## config.mk

```make
export PLATFORM = sky130hd
export DESIGN_NAME = morse_tx
export DESIGN_NICKNAME = d
export VERILOG_FILES = /design/src/rtl/morse_pkg.sv /design/src/rtl/morse_rom.sv /design/src/rtl/morse_tx.sv
export SDC_FILE = /design/constraint.sdc
export NUM_CORES = 1
export LEC_CHECK = 0
export BUFFER_PORTS_ARGS = -buffer_cell sky130_fd_sc_hd__buf_2
export CORE_MARGIN = 2
export CORE_UTILIZATION = 55
export CTS_BUF_LIST = sky130_fd_sc_hd__clkbuf_2
export DETAILED_ROUTE_END_ITERATION = 6
export GPL_ROUTABILITY_DRIVEN = 0
export PLACE_DENSITY_LB_ADDON = 0.12
export SYNTH_ARGS = -nofsm -noshare
export SYNTH_HDL_FRONTEND = slang
export SYNTH_SLANG_ARGS = --single-unit
```

## constraint.sdc

```tcl
create_clock -name clk -period 2.4 [get_ports clk]
set_input_delay 0 -clock clk [delete_from_list [all_inputs] [get_ports clk]]
set_output_delay 0 -clock clk [all_outputs]
set_load 0.02 [all_outputs]
```

## src/rtl/morse_pkg.sv

```systemverilog
// Shared types and constants for the Morse keyer: FSM states, character codes,
// unit multipliers and the ROM entry format.
package morse_pkg;

    typedef enum logic [2:0] {
        IDLE,
        MARK,
        GAP,
        LGAP,
        WGAP
    } state_t;

    localparam logic [5:0] CHAR_DIGIT0 = 6'd26;
    localparam logic [5:0] CHAR_SPACE  = 6'd36;

    localparam int DASH_UNITS = 3;
    localparam int LGAP_UNITS = 3;
    localparam int WGAP_UNITS = 7;

    // pat holds len elements right-aligned, first element in bit len-1, 1 = dash
    typedef struct packed {
        logic       valid;
        logic [2:0] len;
        logic [4:0] pat;
    } morse_code_t;

    function automatic morse_code_t mk_code(input logic [2:0] len, input logic [4:0] pat);
        morse_code_t c;
        c.valid = 1'b1;
        c.len   = len;
        c.pat   = pat;
        return c;
    endfunction

endpackage

```

## src/rtl/morse_rom.sv

```systemverilog
// Combinational character-code to Morse pattern lookup.
// Digits 0-9 (codes 26-35) are present only when MORSE_DIGITS_EN is defined.
module morse_rom
    import morse_pkg::*;
(
    input  logic [5:0]  chr,
    output morse_code_t code
);

    always_comb begin
        code = '0;
        case (chr)
            6'd0:  code = mk_code(3'd2, 5'b00001); // A .-
            6'd1:  code = mk_code(3'd4, 5'b01000); // B -...
            6'd2:  code = mk_code(3'd4, 5'b01010); // C -.-.
            6'd3:  code = mk_code(3'd3, 5'b00100); // D -..
            6'd4:  code = mk_code(3'd1, 5'b00000); // E .
            6'd5:  code = mk_code(3'd4, 5'b00010); // F ..-.
            6'd6:  code = mk_code(3'd3, 5'b00110); // G --.
            6'd7:  code = mk_code(3'd4, 5'b00000); // H ....
            6'd8:  code = mk_code(3'd2, 5'b00000); // I ..
            6'd9:  code = mk_code(3'd4, 5'b00111); // J .---
            6'd10: code = mk_code(3'd3, 5'b00101); // K -.-
            6'd11: code = mk_code(3'd4, 5'b00100); // L .-..
            6'd12: code = mk_code(3'd2, 5'b00011); // M --
            6'd13: code = mk_code(3'd2, 5'b00010); // N -.
            6'd14: code = mk_code(3'd3, 5'b00111); // O ---
            6'd15: code = mk_code(3'd4, 5'b00110); // P .--.
            6'd16: code = mk_code(3'd4, 5'b01101); // Q --.-
            6'd17: code = mk_code(3'd3, 5'b00010); // R .-.
            6'd18: code = mk_code(3'd3, 5'b00000); // S ...
            6'd19: code = mk_code(3'd1, 5'b00001); // T -
            6'd20: code = mk_code(3'd3, 5'b00001); // U ..-
            6'd21: code = mk_code(3'd4, 5'b00001); // V ...-
            6'd22: code = mk_code(3'd3, 5'b00011); // W .--
            6'd23: code = mk_code(3'd4, 5'b01001); // X -..-
            6'd24: code = mk_code(3'd4, 5'b01011); // Y -.--
            6'd25: code = mk_code(3'd4, 5'b01100); // Z --..
`ifdef MORSE_DIGITS_EN
            CHAR_DIGIT0 + 6'd0: code = mk_code(3'd5, 5'b11111);
            CHAR_DIGIT0 + 6'd1: code = mk_code(3'd5, 5'b01111);
            CHAR_DIGIT0 + 6'd2: code = mk_code(3'd5, 5'b00111);
            CHAR_DIGIT0 + 6'd3: code = mk_code(3'd5, 5'b00011);
            CHAR_DIGIT0 + 6'd4: code = mk_code(3'd5, 5'b00001);
            CHAR_DIGIT0 + 6'd5: code = mk_code(3'd5, 5'b00000);
            CHAR_DIGIT0 + 6'd6: code = mk_code(3'd5, 5'b10000);
            CHAR_DIGIT0 + 6'd7: code = mk_code(3'd5, 5'b11000);
            CHAR_DIGIT0 + 6'd8: code = mk_code(3'd5, 5'b11100);
            CHAR_DIGIT0 + 6'd9: code = mk_code(3'd5, 5'b11110);
`endif
            // Space is a legal code with no elements; the keyer turns it into a word gap
            CHAR_SPACE: code = mk_code(3'd0, 5'b00000);
            default:    code = '0;
        endcase
    end

endmodule

```

## src/rtl/morse_tx.sv

```systemverilog
// Handshaked Morse keyer with ITU timing, word gaps, error pulse and abort.
// Digit support is controlled by MORSE_DIGITS_EN (see morse_rom).
module morse_tx
    import morse_pkg::*;
#(
    parameter int UNIT_CYCLES = 100,
    parameter int CNT_W       = $clog2(7 * UNIT_CYCLES + 1)
) (
    input  logic       clk,
    input  logic       rst,
    input  logic       en,
    input  logic       in_valid,
    input  logic [5:0] in_char,
    output logic       in_ready,
    output logic       out,
    output logic       busy,
    output logic       done,
    output logic       err
);

    // Counter reload values: a state lasting N cycles loads N-1 and exits at 0
    localparam logic [CNT_W-1:0] UNIT_LD = CNT_W'(UNIT_CYCLES - 1);
    localparam logic [CNT_W-1:0] DASH_LD = CNT_W'(DASH_UNITS * UNIT_CYCLES - 1);
    localparam logic [CNT_W-1:0] LGAP_LD = CNT_W'(LGAP_UNITS * UNIT_CYCLES - 1);
    localparam logic [CNT_W-1:0] WGAP_LD = CNT_W'(WGAP_UNITS * UNIT_CYCLES - 1);

    state_t           state, state_n;
    logic [CNT_W-1:0] cnt, cnt_n;
    logic [2:0]       idx, idx_n;
    logic [2:0]       len, len_n;
    logic [4:0]       sh, sh_n;
    logic [4:0]       first_sh;
    logic             accept;
    morse_code_t      code;

    morse_rom u_rom (
        .chr  (in_char),
        .code (code)
    );

    assign in_ready = (state == IDLE) && en && !rst;
    assign accept   = in_valid && in_ready;
    assign busy     = (state != IDLE);
    assign done     = ((state == LGAP) || (state == WGAP)) && (cnt == '0) && en && !rst;
    // Left-justify the pattern so the current element is always sh[4]
    assign first_sh = code.pat << (3'd5 - code.len);

    always_comb begin
        state_n = state;
        cnt_n   = cnt;
        idx_n   = idx;
        len_n   = len;
        sh_n    = sh;
        if (cnt != '0) begin
            cnt_n = cnt - CNT_W'(1);
        end
        case (state)
            IDLE: begin
                if (accept && code.valid) begin
                    if (in_char == CHAR_SPACE) begin
                        state_n = WGAP;
                        cnt_n   = WGAP_LD;
                    end else begin
                        state_n = MARK;
                        len_n   = code.len;
                        idx_n   = 3'd0;
                        sh_n    = first_sh;
                        cnt_n   = first_sh[4] ? DASH_LD : UNIT_LD;
                    end
                end
            end
            MARK: begin
                if (cnt == '0) begin
                    if (idx == len - 3'd1) begin
                        state_n = LGAP;
                        cnt_n   = LGAP_LD;
                    end else begin
                        state_n = GAP;
                        cnt_n   = UNIT_LD;
                        idx_n   = idx + 3'd1;
                        sh_n    = sh << 1;
                    end
                end
            end
            GAP: begin
                if (cnt == '0) begin
                    state_n = MARK;
                    cnt_n   = sh[4] ? DASH_LD : UNIT_LD;
                end
            end
            LGAP, WGAP: begin
                if (cnt == '0) begin
                    state_n = IDLE;
                end
            end
            default: state_n = IDLE;
        endcase
        if (!en && (state != IDLE)) begin
            state_n = IDLE;
        end
    end

    always_ff @(posedge clk) begin
        if (rst) begin
            state <= IDLE;
            out   <= 1'b0;
            err   <= 1'b0;
        end else begin
            state <= state_n;
            out   <= (state_n == MARK);
            err   <= accept && !code.valid;
        end
        cnt <= cnt_n;
        idx <= idx_n;
        len <= len_n;
        sh  <= sh_n;
    end

endmodule

```

==> run_results.csv <==
group,metric,value,unit
status,outcome,"finished clean",
critical_path,critical_path_class,"reg -> reg",
clocking,clk-insertion-delay-late,340,ps
power_and_ir_drop,clkPwrFrac,13.1,%
synth,synth_edf_count,11,
sta,setup_viol,0,
place,place_inst,310,
sta,finalCritPeriodShare,97.7,%
route,post_drt_wl_per_cell,14.1,um
floorplanning,start_util,56.5,%
finish,n_fill_cell,313,
floorplanning,io_pins,15,
place,port_buffers,14,
finish,final_cells,326,
power_and_ir_drop,p_int,0.863,mW
synth,netlist.area_leader.share,16.1,%
finish,syn_to_final_growth,19.3,%
critical_path,crit_path_max_fanout,4,
route,drtAntennaViolNets,0,
flow_run,max-cap-violations,0,
sta,fin_worst_skew,8.36,ps
finish,multi_input_area,1340,sq um
sta,hold_viol,0,
clocking,cts.clk_slew.worst_paths,250,ps
synth,synth_top_cells_by_count,"30 x nor2_1, 18 x a21oi_1, 18 x inv_1",
floorplanning,core-area,3630,sq um
synth,synth.yosys.seq_area_share,30.7,%
synth,avgSynthCellArea,8.48,sq um
finish,regArea,633,sq um
critical_path,startpoint,"cnt[0]$_DFF_P_",
clocking,cts_root_buffer,"clkbuf_2",
critical_path,crit_family,"simple AND/OR/NAND/NOR gates",
finish,n_antenna_cell,0,
sta,setup_ws,54.5,ps
floorplanning,die-area,4240,sq um
sta,finalMaxSlewViolations,0,
sta,grt_setup_unrepaired,"yes",
critical_path,ff2ff_setup_slack,50,ps
critical_path,worstPathRequired,2680,ps
synth,ys_seq_elements,26,
sta,post-route-min-period,2350,ps
synth,synth_ff_type,"dfxtp_1",
power_and_ir_drop,peakVddDrop,0.000334,V
route,drc,0,
critical_path,cp_cell_sequence,"inv_1 > ha_2 > or4b_4 > or2_1 > nor4_4 > or3_4 > a21oi_1 > a211o_1 > a31o_1",
critical_path,crit_slowest_cell,"or4b_4",
critical_path,cp_num_buf_inv,1,
synth,synth_cell_types,64,
critical_path,regToRegStartpoint,"cnt[0]$_DFF_P_",
synth,synth_most_common_cell,"nor2_1",
synth,synthesis.nets,263,
power_and_ir_drop,p_comb_share,38.8,%
floorplanning,row_count,22,
sta,fmax,0.426,GHz
floorplanning,die_h,65.1,um
critical_path,critPathCapture,"cnt[3]$_DFF_P_",
critical_path,crit_cells,9,
route,drtPass1Iterations,4,
critical_path,critPathMaxStageDelay,480,ps
hold_path,worst_hold_path_type,"in -> reg",
power_and_ir_drop,swShare,35.2,%
sta,slew_headroom,58.9,%
route,dr.first_iter.drc_count,106,
clocking,cts_tree,"yes",
global_route,grt.overflow.total,0,
global_route,antenna_found_initial,0,
power_and_ir_drop,switching_power,0.469,mW
hold_path,min_from,"in_char[5]",
critical_path,reg2reg_to,"cnt[3]$_DFF_P_",
floorplanning,die_width,65.1,um
global_route,first_global_vias,1677,
critical_path,cp.arrival,2630,ps
synth,syn_area,2050,sq um
place,hpwl,3360,um
clocking,cts_sinks,26,
critical_path,endpoint_kind,"flop",
critical_path,rr_worst_depth,9,
clocking,numCtsBuffers,3,
clocking,cts_buffer_depth,2,
place,placed_cell_area,2250,sq um
finish,final_area,2450,sq um
place,post-place-ws,17.5,ps
critical_path,start_kind,"flop",
global_route,grt_use_total,22.4,%
power_and_ir_drop,p_total,1.33,mW
power_and_ir_drop,leakagePower,1.01,nW
finish,nets,300,
global_route,grt_max_degree,16,
clocking,htree_levels,1,
synth,yosysTopAreaCell,"edfxtp_1",
sta,worst_pin_slew,615,ps
route,vias,1865,
synth,synthCells,242,
power_and_ir_drop,power_frac_seq,48.1,%
route,viasPerCell,5.72,
synth,synthArstFlopShare,0,%
global_route,grt_pass1_wl,7550,um
sta,setup_tns,0,ps
power_and_ir_drop,powerDensity,544,nW/um^2
synth,yosys_warnings,0,
route,routed_wl,4600,um
finish,drive_gt1_share,27.0,%
synth,ys_top_cells_by_area,"edfxtp_1 16%, dfxtp_1 15%, ha_1 6.7%",
registers in the layout, indices dropped and copies added, names as in the netlist:
register / flops
err: 1
len: 3
idx: 3
cnt: 10
sh: 5
state: 3
out: 1
layout make-up:
type                       instances  area share [%]
multi-input combinational        184            54.9
sequential                        26            25.9
timing repair buffer              45            13.1
inverter                          19            2.91
tap                               48            2.45
clock buffer                       4           0.818
layer usage:
metal	wire length, um	up-vias	GRT usage [%]
met5	0	-	0
met4	42	0	4.43
met3	179	4	3.82
met2	2180	49	35.8
met1	2190	871	32.0
li1	-	941	-
how the worst min path moves through the flow:
stage / to / slack (ps) / cells past startpoint
finish: err$_SDFF_PP0_ / 40 / 3
global route: err$_SDFF_PP0_ / 20 / 3
CTS: err$_SDFF_PP0_ / 30 / 3
detailed placement: state[1]$_SDFF_PP0_ / 220 / 2
global placement: state[1]$_SDFF_PP0_ / 210 / 2
floorplan: state[1]$_SDFF_PP0_ / 80 / 1
power groups by stage:
stage	clock network (mW)	logic, mW	registers [mW]
after CTS	0.176	0.448	0.631
after global placement	0	0.424	0.640
after detailed placement	0	0.426	0.641
final	0.175	0.517	0.641
after floorplan	0	0.329	0.622
after global routing	0.198	0.571	0.653
cells by family (layout without fill, tap and decap cells):
kind of cell / after synthesis / in the layout / synth area share, %
flip-flops: 26 / 26 / 30.7
multiplexers: 8 / 8 / 4.57
adder cells (fa/ha/maj): 11 / 11 / 6.71
AND/OR/NAND/NOR: 98 / 98 / 25.6
AO/OA/AOI/OAI: 61 / 61 / 22.1
XOR/XNOR: 6 / 6 / 3.23
buffers and inverters: 32 / 68 / 7.01
cells in the final DEF (no fill, tap or decap), types with 3 or more instances in the layout:
master,instances
edfxtp_1,11
ha_1,10
nand3_1,3
inv_1,18
clkbuf_2,4
and2_1,3
buf_2,13
nor2_1,30
dfxtp_1,13
o21ai_0,4
dlygate4sd3_1,3
xnor2_1,3
nand2b_1,7
a21oi_1,17
o211ai_1,3
buf_4,27
mux2i_1,5
and3_1,3
nand2_1,13
nor3_1,8
nor2b_1,7
o21a_1,3
repair_timing:
| item | 4_1_cts | 5_1_grt |
|---|---|---|
| hold endpoints to repair | 5 | 0 |
| endpoints found under the setup margin | 2 | 17 |
| buffers inserted | 5 | 4 |
| resized for setup | 2 | 22 |
| hold buffers | 3 | 0 |
| pin swaps | 1 | 8 |
worst register-to-register path, cell delays in order (launching register included):
cell	delay (ps)
dfxtp_2	380
inv_1	50
ha_2	180
or4b_4	480
or2_1	290
nor4_4	190
or3_4	180
a21oi_1	60
a211o_1	260
a31o_1	200
through the flow:
step | utilization [%] | hold WS, ps
2_1_floorplan | - | 78.7
3_3_place_gp | 62.0 | 213
3_5_place_dp | 62.0 | 218
4_1_cts | 64.5 | 32.7
5_1_grt | 67.4 | 19.9
6_report | 67.4 | 40.0
No activity file was read; power rests on OpenSTA's default activity.
